==> config.mk <==
export PLATFORM = sky130hd
export DESIGN_NAME = cpu_test_sequencer
export DESIGN_NICKNAME = d
export VERILOG_FILES = /design/src/rtl/cpu_test_sequencer_pkg.sv /design/src/rtl/cpu_test_sequencer_halt_detector.sv /design/src/rtl/cpu_test_sequencer.sv
export SDC_FILE = /design/constraint.sdc
export NUM_CORES = 1
export LEC_CHECK = 0
export BUFFER_PORTS_ARGS = -buffer_cell sky130_fd_sc_hd__clkbuf_2
export CAP_MARGIN = 30
export CORE_MARGIN = 4
export CORE_UTILIZATION = 30
export DETAILED_ROUTE_END_ITERATION = 8
export PLACE_DENSITY_LB_ADDON = 0.2
export SLEW_MARGIN = 10
export SYNTH_ARGS = -nofsm -noshare
export SYNTH_HDL_FRONTEND = slang
export SYNTH_SLANG_ARGS = --single-unit
==> constraint.sdc <==
create_clock -name clk -period 1.5 [get_ports clk]
set_input_delay 0.15 -clock clk [delete_from_list [all_inputs] [get_ports clk]]
set_output_delay 0.15 -clock clk [all_outputs]
set_load 0.005 [all_outputs]
==> src/rtl/cpu_test_sequencer_pkg.sv <==
// rtl/cpu_test_sequencer_pkg.sv - shared constants and helpers for the CPU test sequencer
`timescale 1ns/1ps
package cpu_test_sequencer_pkg;

  // Instruction address width of the unit-test CPUs
  localparam int TEST_I_ADDR_WIDTH = 8;

  // Sequencer FSM encoding
  localparam logic [2:0] SEQ_IDLE  = 3'd0;
  localparam logic [2:0] SEQ_RST   = 3'd1;
  localparam logic [2:0] SEQ_RUN   = 3'd2;
  localparam logic [2:0] SEQ_CHECK = 3'd3;
  localparam logic [2:0] SEQ_DONE  = 3'd4;

  // Width of an index over n items, never less than one bit
  function automatic int idx_width(input int n);
    return (n > 1) ? $clog2(n) : 1;
  endfunction

endpackage

==> src/rtl/cpu_test_sequencer_halt_detector.sv <==
// rtl/cpu_test_sequencer_halt_detector.sv - flags a program as halted once its PC stops moving
`timescale 1ns/1ps
module cpu_test_sequencer_halt_detector #(
  parameter int PC_WIDTH    = 8,
  parameter int HALT_STABLE = 3
) (
  input  logic                clk,
  input  logic                reset,
  input  logic                clear,
  input  logic                en,
  input  logic [PC_WIDTH-1:0] pc,
  output logic                halted
);

  localparam int SW = $clog2(HALT_STABLE + 1);

  logic                primed;
  logic [PC_WIDTH-1:0] pc_q;
  logic [SW-1:0]       stable_cnt;

  // First enabled cycle only captures the PC; later cycles count consecutive repeats
  always_ff @(posedge clk) begin
    if (reset || clear) begin
      primed     <= 1'b0;
      pc_q       <= '0;
      stable_cnt <= '0;
    end else if (en) begin
      pc_q <= pc;
      if (!primed) begin
        primed     <= 1'b1;
        stable_cnt <= '0;
      end else if (pc == pc_q) begin
        if (stable_cnt != SW'(HALT_STABLE))
          stable_cnt <= stable_cnt + SW'(1);
      end else begin
        stable_cnt <= '0;
      end
    end
  end

  assign halted = primed && (stable_cnt == SW'(HALT_STABLE));

endmodule

==> src/rtl/cpu_test_sequencer.sv <==
// rtl/cpu_test_sequencer.sv - runs a bank of CPU unit tests back to back and records verdicts
`timescale 1ns/1ps
module cpu_test_sequencer
  import cpu_test_sequencer_pkg::*;
#(
  parameter int N_TESTS        = 4,
  parameter int PC_WIDTH       = TEST_I_ADDR_WIDTH,
  parameter int RESET_CYCLES   = 2,
  parameter int TIMEOUT_CYCLES = 35,
  parameter int HALT_STABLE    = 3,
  parameter int IDX_W          = idx_width(N_TESTS),
  parameter int FC_W           = $clog2(N_TESTS + 1)
) (
  input  logic                clk,
  input  logic                reset,
  input  logic                start,
  input  logic [PC_WIDTH-1:0] dut_pc,
  input  logic                dut_result,
  output logic                dut_reset,
  output logic [IDX_W-1:0]    test_idx,
  output logic                busy,
  output logic                done,
  output logic [N_TESTS-1:0]  pass_mask,
  output logic [N_TESTS-1:0]  timeout_mask,
  output logic [FC_W-1:0]     fail_count
);

  localparam int RST_W = $clog2(RESET_CYCLES + 1);
  localparam int CYC_W = $clog2(TIMEOUT_CYCLES + 1);

  logic [2:0]       state;
  logic [RST_W-1:0] rst_cnt;
  logic [CYC_W-1:0] cyc_cnt;
  logic             run_halted;
  logic             halted;
  logic             timeout;

  assign timeout = (cyc_cnt == CYC_W'(TIMEOUT_CYCLES - 1));

  cpu_test_sequencer_halt_detector #(
    .PC_WIDTH    (PC_WIDTH),
    .HALT_STABLE (HALT_STABLE)
  ) u_halt (
    .clk    (clk),
    .reset  (reset),
    .clear  (state != SEQ_RUN),
    .en     (state == SEQ_RUN),
    .pc     (dut_pc),
    .halted (halted)
  );

  // Sequencer FSM: reset pulse, run until halt or timeout, score, advance
  always_ff @(posedge clk) begin
    if (reset) begin
      state        <= SEQ_IDLE;
      test_idx     <= '0;
      pass_mask    <= '0;
      timeout_mask <= '0;
      fail_count   <= '0;
      rst_cnt      <= '0;
      cyc_cnt      <= '0;
      run_halted   <= 1'b0;
    end else begin
      case (state)
        SEQ_IDLE, SEQ_DONE: begin
          if (start) begin
            state        <= SEQ_RST;
            test_idx     <= '0;
            pass_mask    <= '0;
            timeout_mask <= '0;
            fail_count   <= '0;
            rst_cnt      <= '0;
          end
        end
        SEQ_RST: begin
          if (rst_cnt == RST_W'(RESET_CYCLES - 1)) begin
            state   <= SEQ_RUN;
            cyc_cnt <= '0;
          end else begin
            rst_cnt <= rst_cnt + RST_W'(1);
          end
        end
        SEQ_RUN: begin
          if (halted || timeout) begin
            state      <= SEQ_CHECK;
            run_halted <= halted;
          end else if (cyc_cnt != CYC_W'(TIMEOUT_CYCLES - 1)) begin
            cyc_cnt <= cyc_cnt + CYC_W'(1);
          end
        end
        SEQ_CHECK: begin
          if (run_halted && dut_result)
            pass_mask[test_idx] <= 1'b1;
          else if (fail_count != FC_W'(N_TESTS))
            fail_count <= fail_count + FC_W'(1);
          if (!run_halted)
            timeout_mask[test_idx] <= 1'b1;
          if (test_idx == IDX_W'(N_TESTS - 1)) begin
            state <= SEQ_DONE;
          end else begin
            state    <= SEQ_RST;
            test_idx <= test_idx + IDX_W'(1);
            rst_cnt  <= '0;
          end
        end
        default: state <= SEQ_IDLE;
      endcase
    end
  end

  // Status decode: the selected DUT runs only during RUN and CHECK
  always_comb begin
    busy      = (state == SEQ_RST) || (state == SEQ_RUN) || (state == SEQ_CHECK);
    done      = (state == SEQ_DONE);
    dut_reset = !((state == SEQ_RUN) || (state == SEQ_CHECK));
  end

endmodule

==> flow_metrics.env, run 1 <==
export IMPL_crit_type="register to register"
export IMPL_synthArstFlopShare_pct=0
export IMPL_drive_gt1_share_pct=38.40
export IMPL_start_util_pct=31.19
export IMPL_gr_total_overflow=0
export IMPL_slew_headroom_pct=79.06
export IMPL_synth_most_common_cell="dfxtp_1"
export IMPL_fin_skew_ns=0.003301
export IMPL_synth_top_family_by_area="simple AND/OR/NAND/NOR gates"
export IMPL_yosysTopAreaCell="dfxtp_1"
export IMPL_leakage_nw=0.9326
export IMPL_hold_viol=0
export IMPL_synthFlopType="dfxtp_1"
export IMPL_cts_hold_buf=0
export IMPL_die_h_um=83.89
export IMPL_synth_xor_area_share_pct=4.562
export IMPL_finalWorstSetupSlack_ns=-0.05568
export IMPL_p_per_area_mw_per_mm2=838.7
export IMPL_crit_path_start_kind="register"
export IMPL_yosysTopAreaCellShare_pct=41.71
export IMPL_r2r_cells=6
export IMPL_synth_fa_ha_area_share_pct=7.241
export IMPL_h_tree_depth=2
export IMPL_vias=1408
export IMPL_design_area_mm2=0.002278
export IMPL_critPathCaptureType="register"
export IMPL_synth_simple_area_share_pct=24.33
export IMPL_min_period_ns=1.556
export IMPL_clkLatencyLatePin_ns=0.28
export IMPL_worst_pin_slew_ns=0.3128
export IMPL_rr_endpoint="cyc_cnt[5]"
export IMPL_crit_path_max_fanout=4
export IMPL_instances_no_fill=309
export IMPL_clkSinkCount=36
export IMPL_synth_edf_count=0
export IMPL_ys_types=43
export IMPL_synth_area_leaders="dfxtp_1 (42%), ha_1 (7.2%), a21oi_1 (4.6%), xnor2_1 (4.6%), nor2_1 (4.3%)"
export IMPL_syn_instance_count=183
export IMPL_die_area_mm2=0.007038
export IMPL_vdd_drop_max_v=0.0003851
export IMPL_dpl_cell_area_mm2=0.002097
export IMPL_grt_pass1_wl_um=6210
export IMPL_placed_cells=300
export IMPL_synth_seq_area_share_pct=41.71
export IMPL_io_pins=28
export IMPL_grtUsageTotal_pct=10.76
export IMPL_num_fill_cells=595
export IMPL_rsz0062_at_grt="yes"
export IMPL_violations="negative setup slack"
export IMPL_cts_root_buf="clkbuf_8"
export IMPL_reg2reg_from="cyc_cnt[0]"
export IMPL_antenna_found_initial=0
export IMPL_syn_area_mm2=0.001728
export IMPL_timing_fmax_mhz=642.8
export IMPL_viasPerCell=4.557
export IMPL_drt_wirelength_per_cell_um=11.55
export IMPL_cp_data_required_time_ns=1.71
export IMPL_cts_path_max_buffers=2
export IMPL_ys_seq_elements=36
export IMPL_place_detailed_hpwl_um=2719
export IMPL_path_clk_slew_ns=0.07
export IMPL_area_delta_synth_final_pct=31.86
export IMPL_grt_use_met2_pct=17.35
export IMPL_cap_violations=0
export IMPL_ys_top_cells_by_count="dfxtp_1 (36), nor2_1 (20), a21oi_1 (16), and2_1 (10), ha_1 (10)"
export IMPL_diodes=0
export IMPL_post_synth_cell_area_avg_um2=9.442
export IMPL_synthMuxAreaShare_pct=4.200
export IMPL_ant_nets=0
export IMPL_reg2reg_slack_ns=-0.06
export IMPL_grt_max_degree=15
export IMPL_cts_buffers_inserted=5
export IMPL_finalCritPeriodShare_pct=103.7
export IMPL_grt_pass1_vias=1377
export IMPL_synth_fp_nets=205
export IMPL_synth_compound_gate_area_share_pct=13.47
export IMPL_drt_iter0_markers=39
export IMPL_drt_pass1_iter_count=2
export IMPL_grt_use_met1_pct=13.25
export IMPL_arrival_ns=1.77
export IMPL_final_core_util_pct=41.12
export IMPL_finalNetCount=259
export IMPL_status="finished, violations left"
export IMPL_slew_violations=0
export IMPL_yosysWarningCount=0
export IMPL_crit_path_start="cyc_cnt[0]"
export IMPL_gp_congestion=0.7098
export IMPL_endpoint="cyc_cnt[5]"
export IMPL_finalSetupViolations=5
export IMPL_hp_class="primary input to register"
export IMPL_rows=27
export IMPL_grt_busiest_layer="met2"
export IMPL_routed_wl_um=3570
export IMPL_grt_use_met3_pct=3.356
export IMPL_core_mm2=0.005540
export IMPL_io_buffers=27
export IMPL_whs_ns=0.09469
export IMPL_cts_tree="done"
export IMPL_drcViolationCount=0
export IMPL_chipWidth_um=83.89
cell families after synthesis:
family / after synthesis
AOI/OAI and AO/OA: 36
xor gates and xnor gates: 9
adders and majority gates: 10
buffers and inverters: 16
DFF: 36
muxes: 7
and+or+nand+nor: 69
worst min path at each step:
stage,startpoint,to,slack [ns],depth (start not counted)
finish,dut_pc[4],u_halt.pc_q[4],0.09,2
global route,dut_pc[6],u_halt.pc_q[6],0.09,2
CTS,dut_pc[4],u_halt.pc_q[4],0.09,2
detailed placement,dut_pc[6],u_halt.pc_q[6],0.39,2
global placement,dut_pc[5],u_halt.pc_q[5],0.38,2
floorplan,reset,test_idx[1],0.22,1
stage by stage:
| step | power (mW) | setup TNS (ns) | setup slack [ns] |
|---|---|---|---|
| 6_report | 1.911 | -0.1952 | -0.05568 |
| 5_1_grt | 2.015 | -0.4795 | -0.1182 |
| 4_1_cts | 1.937 | -0.2686 | -0.06478 |
| 3_5_place_dp | 1.190 | -0.2473 | -0.06673 |
| 3_3_place_gp | 1.190 | -0.07567 | -0.02234 |
| 2_1_floorplan | 1.119 | 0 | 0.004190 |
critical path, cell delays in order (launching register included):
cell and delay (ns):
dfxtp_2 0.32, inv_1 0.05, ha_1 0.13, nand4bb_1 0.15, o211a_4 0.27, or3b_4 0.41
a31oi_1 0.16
layer usage:
layer | up-vias | part of all wire (%)
met1 | 651 | 48
met4 | 0 | 1.9
met5 | - | 0
met3 | 6 | 2.5
li1 | 738 | -
met2 | 13 | 48
flip-flops by register name, summed over array words and instances (netlist names):
register,flops
cyc_cnt,6
pass_mask,4
u_halt.primed,1
test_idx,2
rst_cnt,2
run_halted,1
fail_count,3
u_halt.pc_q,8
u_halt.stable_cnt,2
timeout_mask,4
state,3
area by class of cell:
type	count	area (um2)	share of cell area [%]
Timing Repair Buffer	54	341.6	14.99
Inverter	9	33.78	1.483
Sequential cell	36	729.5	32.02
Clock buffer	7	96.34	4.228
Multi-Input combinational cell	131	987.2	43.33
Tap cell	72	90.09	3.954
repair_timing:
action / CTS / global route
pin swaps: 3 / 8
endpoints found under the setup margin: 7 / 14
resized for setup: 1 / 20
setup buffers: 1 / 1
where the power goes:
group / total, mW / internal [mW] / switching [mW] / leakage [nW]
Clock: 0.729 / 0.409 / 0.320 / 0.0503
Combinational: 0.198 / 0.0995 / 0.0982 / 0.589
Sequential: 0.984 / 0.969 / 0.0157 / 0.293
cell usage in the layout, fill, tap and decap left out, types with 2 or more instances in the layout:
cell type / instances
nand4_1: 2
clkbuf_2: 27
xnor2_1: 9
or3b_4: 2
clkbuf_8: 7
dfxtp_2: 4
o211ai_1: 2
a22oi_1: 2
inv_1: 9
nand2_1: 8
a21oi_2: 3
nor2_2: 3
and2_1: 10
nor3_1: 2
ha_1: 10
or2b_1: 2
mux2_2: 2
nand4bb_1: 2
a21oi_1: 13
a31oi_2: 2
and3_1: 2
nand2b_1: 4
nor2_1: 17
mux2i_1: 5
a31oi_1: 6
nor2b_1: 3
dfxtp_1: 31
buf_4: 26
Power figures use the tool's default switching activity.
==> inputs of run 2 (changes only) <==
--- a/config.mk
+++ b/config.mk
@@ -10,6 +10,7 @@
 export CORE_MARGIN = 4
 export CORE_UTILIZATION = 30
 export DETAILED_ROUTE_END_ITERATION = 8
+export MAX_ROUTING_LAYER = met4
 export PLACE_DENSITY_LB_ADDON = 0.2
 export SLEW_MARGIN = 10
 export SYNTH_ARGS = -nofsm -noshare
==> run 2 against run 1 <==
Net effect:
- cell count is the same
- first-iteration DRC count shrank 18%
- count of clock-buffer cells in the layout is the same
- critical endpoint unchanged
- register-to-register slack is essentially flat
- flip-flop and latch count is the same
- maximum frequency is essentially flat
- core utilization is the same
- worst hold slack is essentially flat
- the flow still finishes with violations (negative setup slack)
- clock skew is essentially flat
- global-route usage grew 0.30 points
- sequential power is essentially flat
==> flow_metrics.env, run 2 (same netlist as run 1, synthesis figures left out) <==
export IMPL_cap_violations=0
export IMPL_routed_wl_um=3561
export IMPL_setup_tns_ns=-0.1911
export IMPL_gr_total_overflow=0
export IMPL_hold_end="u_halt.pc_q[4]"
export IMPL_hp_class="primary input to register"
export IMPL_cts_path_max_buffers=2
export IMPL_antenna_found_initial=0
export IMPL_reg_top3="u_halt.pc_q: 8 flops, cyc_cnt: 6 flops"
export IMPL_final_cell_mix="dfxtp_1 (31), clkbuf_2 (27), buf_4 (26)"
export IMPL_drt_wirelength_per_cell_um=11.52
export IMPL_io_buffers=27
export IMPL_rsz0062_at_grt="yes"
export IMPL_drive_gt1_share_pct=38.40
export IMPL_rows=27
export IMPL_io_pins=28
export IMPL_die_h_um=83.89
export IMPL_min_period_ns=1.555
export IMPL_slew_violations=0
export IMPL_gp_congestion=0.7178
export IMPL_min_from="dut_pc[4]"
export IMPL_multi_input_area_um2=987.2
export IMPL_reg2reg_from="cyc_cnt[0]"
export IMPL_path_clk_slew_ns=0.07
export IMPL_finalCritPeriodShare_pct=103.7
export IMPL_reg2reg_slack_ns=-0.05
export IMPL_core_mm2=0.005540
export IMPL_rr_endpoint="cyc_cnt[5]"
export IMPL_cts_hold_buf=0
export IMPL_final_common_cell="dfxtp_1"
export IMPL_cp_data_required_time_ns=1.71
export IMPL_drt_iter0_markers=32
export IMPL_violations="negative setup slack"
export IMPL_arrival_ns=1.77
export IMPL_finalNetCount=259
export IMPL_drcViolationCount=0
export IMPL_area_delta_synth_final_pct=31.86
export IMPL_clkLatencyLatePin_ns=0.28
export IMPL_ant_nets=0
export IMPL_hold_depth=2
export IMPL_crit_path_max_fanout=4
export IMPL_leakage_nw=0.9326
export IMPL_design_area_mm2=0.002278
export IMPL_status="finished, violations left"
export IMPL_cts_buffers_inserted=5
export IMPL_diodes=0
export IMPL_p_per_area_mw_per_mm2=838.2
export IMPL_grtUsageTotal_pct=11.06
export IMPL_start_util_pct=31.19
export IMPL_clkSinkCount=36
export IMPL_placed_cells=300
export IMPL_drt_pass1_iter_count=2
export IMPL_place_detailed_hpwl_um=2719
export IMPL_dp_slack_ns=-0.06673
export IMPL_dpl_cell_area_mm2=0.002097
export IMPL_viasPerCell=4.570
export IMPL_cts_root_buf="clkbuf_8"
export IMPL_largest_register_ffs=8
export IMPL_finalWorstSetupSlack_ns=-0.05487
export IMPL_worst_pin_slew_ns=0.3102
export IMPL_instances_no_fill=309
export IMPL_power_total_mw=1.910
export IMPL_r2r_cells=6
export IMPL_cts_tree="done"
export IMPL_fin_skew_ns=0.003325
export IMPL_vias=1412
export IMPL_vdd_drop_max_v=0.0003853
export IMPL_seq_area_um2=729.5
export IMPL_grt_max_degree=15
export IMPL_crit_path_start_kind="register"
export IMPL_chipWidth_um=83.89
export IMPL_timing_fmax_mhz=643.1
export IMPL_finalSetupViolations=5
export IMPL_critPathCaptureType="register"
export IMPL_grt_pass1_vias=1377
export IMPL_slew_headroom_pct=79.23
export IMPL_hold_viol=0
export IMPL_die_area_mm2=0.007038
export IMPL_h_tree_depth=2
export IMPL_grt_pass1_wl_um=6210
export IMPL_crit_type="register to register"
export IMPL_num_fill_cells=595
export IMPL_regMostFlops="u_halt.pc_q"
## run 2: cell counts in the layout (fill, tap and decap cells not counted)
No cell type changed its count.
## run 2: timing repair
item / in CTS / in global routing
endpoints found under the setup margin: 7 / 14
resized for setup: 1 / 20
setup buffers: 1 / 1
pin swaps: 3 / 8
gates cloned: 0 / 0
## run 2: report_power, final
part           switching [mW]  internal (mW)
Clock                   0.319          0.409
Sequential             0.0157          0.969
Combinational          0.0977         0.0995
## run 2: layer usage
| layer | vias to the layer above | routed length (um) | part of all wire [%] | GRT usage, % |
|---|---|---|---|---|
| li1 | 738 | - | - | - |
| met1 | 655 | 1690 | 47 | 13.25 |
| met2 | 13 | 1710 | 48 | 17.35 |
| met3 | 6 | 92 | 2.6 | 3.356 |
| met4 | 0 | 68 | 1.9 | 4.386 |
| met5 | - | 0 | 0 | - |
## run 2: worst max path at each step
stage / start / slack [ns] / endpoint
floorplan: cyc_cnt[0] / 0.004 / cyc_cnt[4]
global placement: state[0] / -0.02 / run_halted
detailed placement: cyc_cnt[0] / -0.07 / cyc_cnt[4]
CTS: cyc_cnt[0] / -0.06 / cyc_cnt[5]
global route: cyc_cnt[0] / -0.12 / cyc_cnt[5]
finish: cyc_cnt[0] / -0.05 / cyc_cnt[5]
## run 2: final cells by class
cell class / instances / share of cell area (%)
clock buffers: 7 / 4.228
inverters: 9 / 1.483
multi-input cells: 131 / 43.33
flip-flops and latches: 36 / 32.02
well taps: 72 / 3.954
repair buffers: 54 / 14.99
## run 2: per-stage QoR
stage	util (%)	hold slack, ns
after detailed placement	37.85	0.3856
final	41.12	0.09481
after floorplan	-	0.2191
after global placement	37.85	0.3811
after CTS	39.75	0.08852
after global routing	41.12	0.09364
## run 2: critical path: stages (launching register included)
cell,delay [ns]
dfxtp_2,0.32
inv_1,0.05
ha_1,0.13
nand4bb_1,0.15
o211a_4,0.27
or3b_4,0.41
a31oi_1,0.16
==> inputs of run 3 (changes only) <==
--- a/config.mk
+++ b/config.mk
@@ -9,7 +9,9 @@
 export CAP_MARGIN = 30
 export CORE_MARGIN = 4
 export CORE_UTILIZATION = 30
+export CTS_BUF_LIST = sky130_fd_sc_hd__clkbuf_8
 export DETAILED_ROUTE_END_ITERATION = 8
+export HOLD_SLACK_MARGIN = 0.1
 export MAX_ROUTING_LAYER = met4
 export PLACE_DENSITY_LB_ADDON = 0.2
 export SLEW_MARGIN = 10
==> run 3 against run 2 <==
Net effect:
- the run still ends with negative setup slack left
- total power up 0.74%
- register-to-register slack is essentially flat
- global-route usage up 0.40 points
- maximum frequency is essentially flat
- count of clock-buffer cells in the layout unchanged
- flip-flop and latch count is the same
- largest cell class unchanged
- combinational power increased by 8%
- die area unchanged
- worst hold slack better by 0.012 ns
- critical path type unchanged
- sequential share of layout area fell by 0.96 points
- clock skew about the same
==> flow_metrics.env, run 3 (same netlist as run 1, synthesis figures left out) <==
export IMPL_status="finished, violations left"
export IMPL_chipWidth_um=83.89
export IMPL_p_switching_uw=435.1
export IMPL_antenna_found_initial=0
export IMPL_finalCritPeriodShare_pct=103.7
export IMPL_critPathCaptureType="register"
export IMPL_grt_pass1_wl_um=6430
export IMPL_die_area_mm2=0.007038
export IMPL_cap_violations=0
export IMPL_h_tree_depth=2
export IMPL_vias=1438
export IMPL_combPwrFrac_pct=11.0
export IMPL_final_common_cell="dfxtp_1"
export IMPL_core_mm2=0.005540
export IMPL_min_period_ns=1.555
export IMPL_gp_congestion=0.7178
export IMPL_start_util_pct=31.19
export IMPL_drt_iter0_markers=33
export IMPL_slew_violations=0
export IMPL_cts_path_max_buffers=2
export IMPL_cp_data_required_time_ns=1.71
export IMPL_placed_cells=300
export IMPL_grt_pass1_vias=1425
export IMPL_violations="negative setup slack"
export IMPL_area_delta_synth_final_pct=35.92
export IMPL_cts_buffers_inserted=5
export IMPL_crit_path_start_kind="register"
export IMPL_num_fill_cells=593
export IMPL_drt_pass1_iter_count=2
export IMPL_largest_register_ffs=8
export IMPL_instances_no_fill=316
export IMPL_finalNetCount=266
export IMPL_timing_fmax_mhz=643.0
export IMPL_reg_top3="u_halt.pc_q: 8 flops, cyc_cnt: 6 flops"
export IMPL_hold_viol=0
export IMPL_dp_slack_ns=-0.06673
export IMPL_crit_type="register to register"
export IMPL_regMostFlops="u_halt.pc_q"
export IMPL_drt_wirelength_per_cell_um=11.50
export IMPL_pwr_share_clk_pct=37.8
export IMPL_worst_pin_slew_ns=0.3098
export IMPL_grt_max_degree=15
export IMPL_fin_skew_ns=0.003351
export IMPL_final_core_util_pct=42.39
export IMPL_p_seq_share_pct=51.2
export IMPL_cts_root_buf="clkbuf_8"
export IMPL_clkSinkCount=36
export IMPL_rsz0062_at_grt="yes"
export IMPL_die_h_um=83.89
export IMPL_path_clk_slew_ns=0.07
export IMPL_finalSetupViolations=5
export IMPL_crit_path_max_fanout=4
export IMPL_routed_wl_um=3634
export IMPL_drcViolationCount=0
export IMPL_drive_gt1_share_pct=37.30
export IMPL_slew_headroom_pct=79.26
export IMPL_arrival_ns=1.77
export IMPL_switching_share_pct=22.61
export IMPL_place_detailed_hpwl_um=2719
export IMPL_r2r_cells=6
export IMPL_final_cell_mix="dfxtp_1 (31), clkbuf_2 (27), buf_4 (26)"
export IMPL_rows=27
export IMPL_diodes=0
export IMPL_intPower_mw=1.489
export IMPL_ant_nets=0
export IMPL_leakage_nw=0.9619
export IMPL_grtUsageTotal_pct=11.46
export IMPL_gr_total_overflow=0
export IMPL_vdd_drop_max_v=0.0003937
export IMPL_hold_depth=2
export IMPL_finalWorstSetupSlack_ns=-0.05519
export IMPL_io_pins=28
export IMPL_hp_class="primary input to register"
export IMPL_viasPerCell=4.551
export IMPL_clkLatencyLatePin_ns=0.28
export IMPL_cts_tree="done"
export IMPL_p_per_area_mw_per_mm2=819.2
export IMPL_io_buffers=27
==> run 3: routing by layer <==
metal  global-route usage [%]  vias up  share of wire, %
li1                         -      752                 -
met1                    13.42      667                47
met2                    18.51       13                49
met3                    3.356        6               2.6
met4                    4.386        0               1.9
met5                        -        -                 0
==> run 3: per-stage QoR <==
step | area (um2) | setup TNS [ns] | hold slack (ns) | power, mW
3_3_place_gp | 2097 | -0.07567 | 0.3811 | 1.190
6_report | 2349 | -0.1927 | 0.1064 | 1.924
2_1_floorplan | 1728 | 0 | 0.2191 | 1.119
4_1_cts | 2272 | -0.2686 | 0.1028 | 1.951
3_5_place_dp | 2097 | -0.2473 | 0.3856 | 1.190
5_1_grt | 2349 | -0.4795 | 0.1262 | 2.031
==> run 3: cell type report <==
cell class	instances	area, um2	area share, %
inverter	9	33.78	1.438
multi-input combinational	131	987.2	42.04
clock buffer	7	96.34	4.102
sequential	36	729.5	31.06
tap	72	90.09	3.836
timing repair buffer	61	411.6	17.53
==> run 3: path summary, 6_finish.rpt <==
kind | startpoint | endpoint | slack (ns)
worst max-delay path | cyc_cnt[0] | cyc_cnt[5] | -0.06
worst min-delay path | dut_pc[2] | u_halt.pc_q[2] | 0.11
worst max register to register | cyc_cnt[0] | cyc_cnt[5] | -0.06
worst min register to register | pass_mask[0] | pass_mask[0] | 0.47
==> run 3: what timing repair did <==
item,CTS,global route
resized for setup,1,20
pin swaps,3,8
hold endpoints to repair,7,0
hold buffers,7,0
setup buffers,1,1
endpoints found under the setup margin,7,14
==> run 3: critical path: stages, from the launching register on <==
cell       delay [ns]
dfxtp_2          0.32
inv_1            0.05
ha_1             0.13
nand4bb_1        0.15
o211a_4          0.27
or3b_4           0.41
a31oi_1          0.16
==> run 3: power by group through the flow <==
stage / Combinational [mW] / Clock (mW) / Sequential (mW)
6_report: 0.212 / 0.728 / 0.984
5_1_grt: 0.234 / 0.810 / 0.986
4_1_cts: 0.199 / 0.767 / 0.984
3_5_place_dp: 0.184 / 0 / 1.01
3_3_place_gp: 0.184 / 0 / 1.01
2_1_floorplan: 0.120 / 0 / 0.999
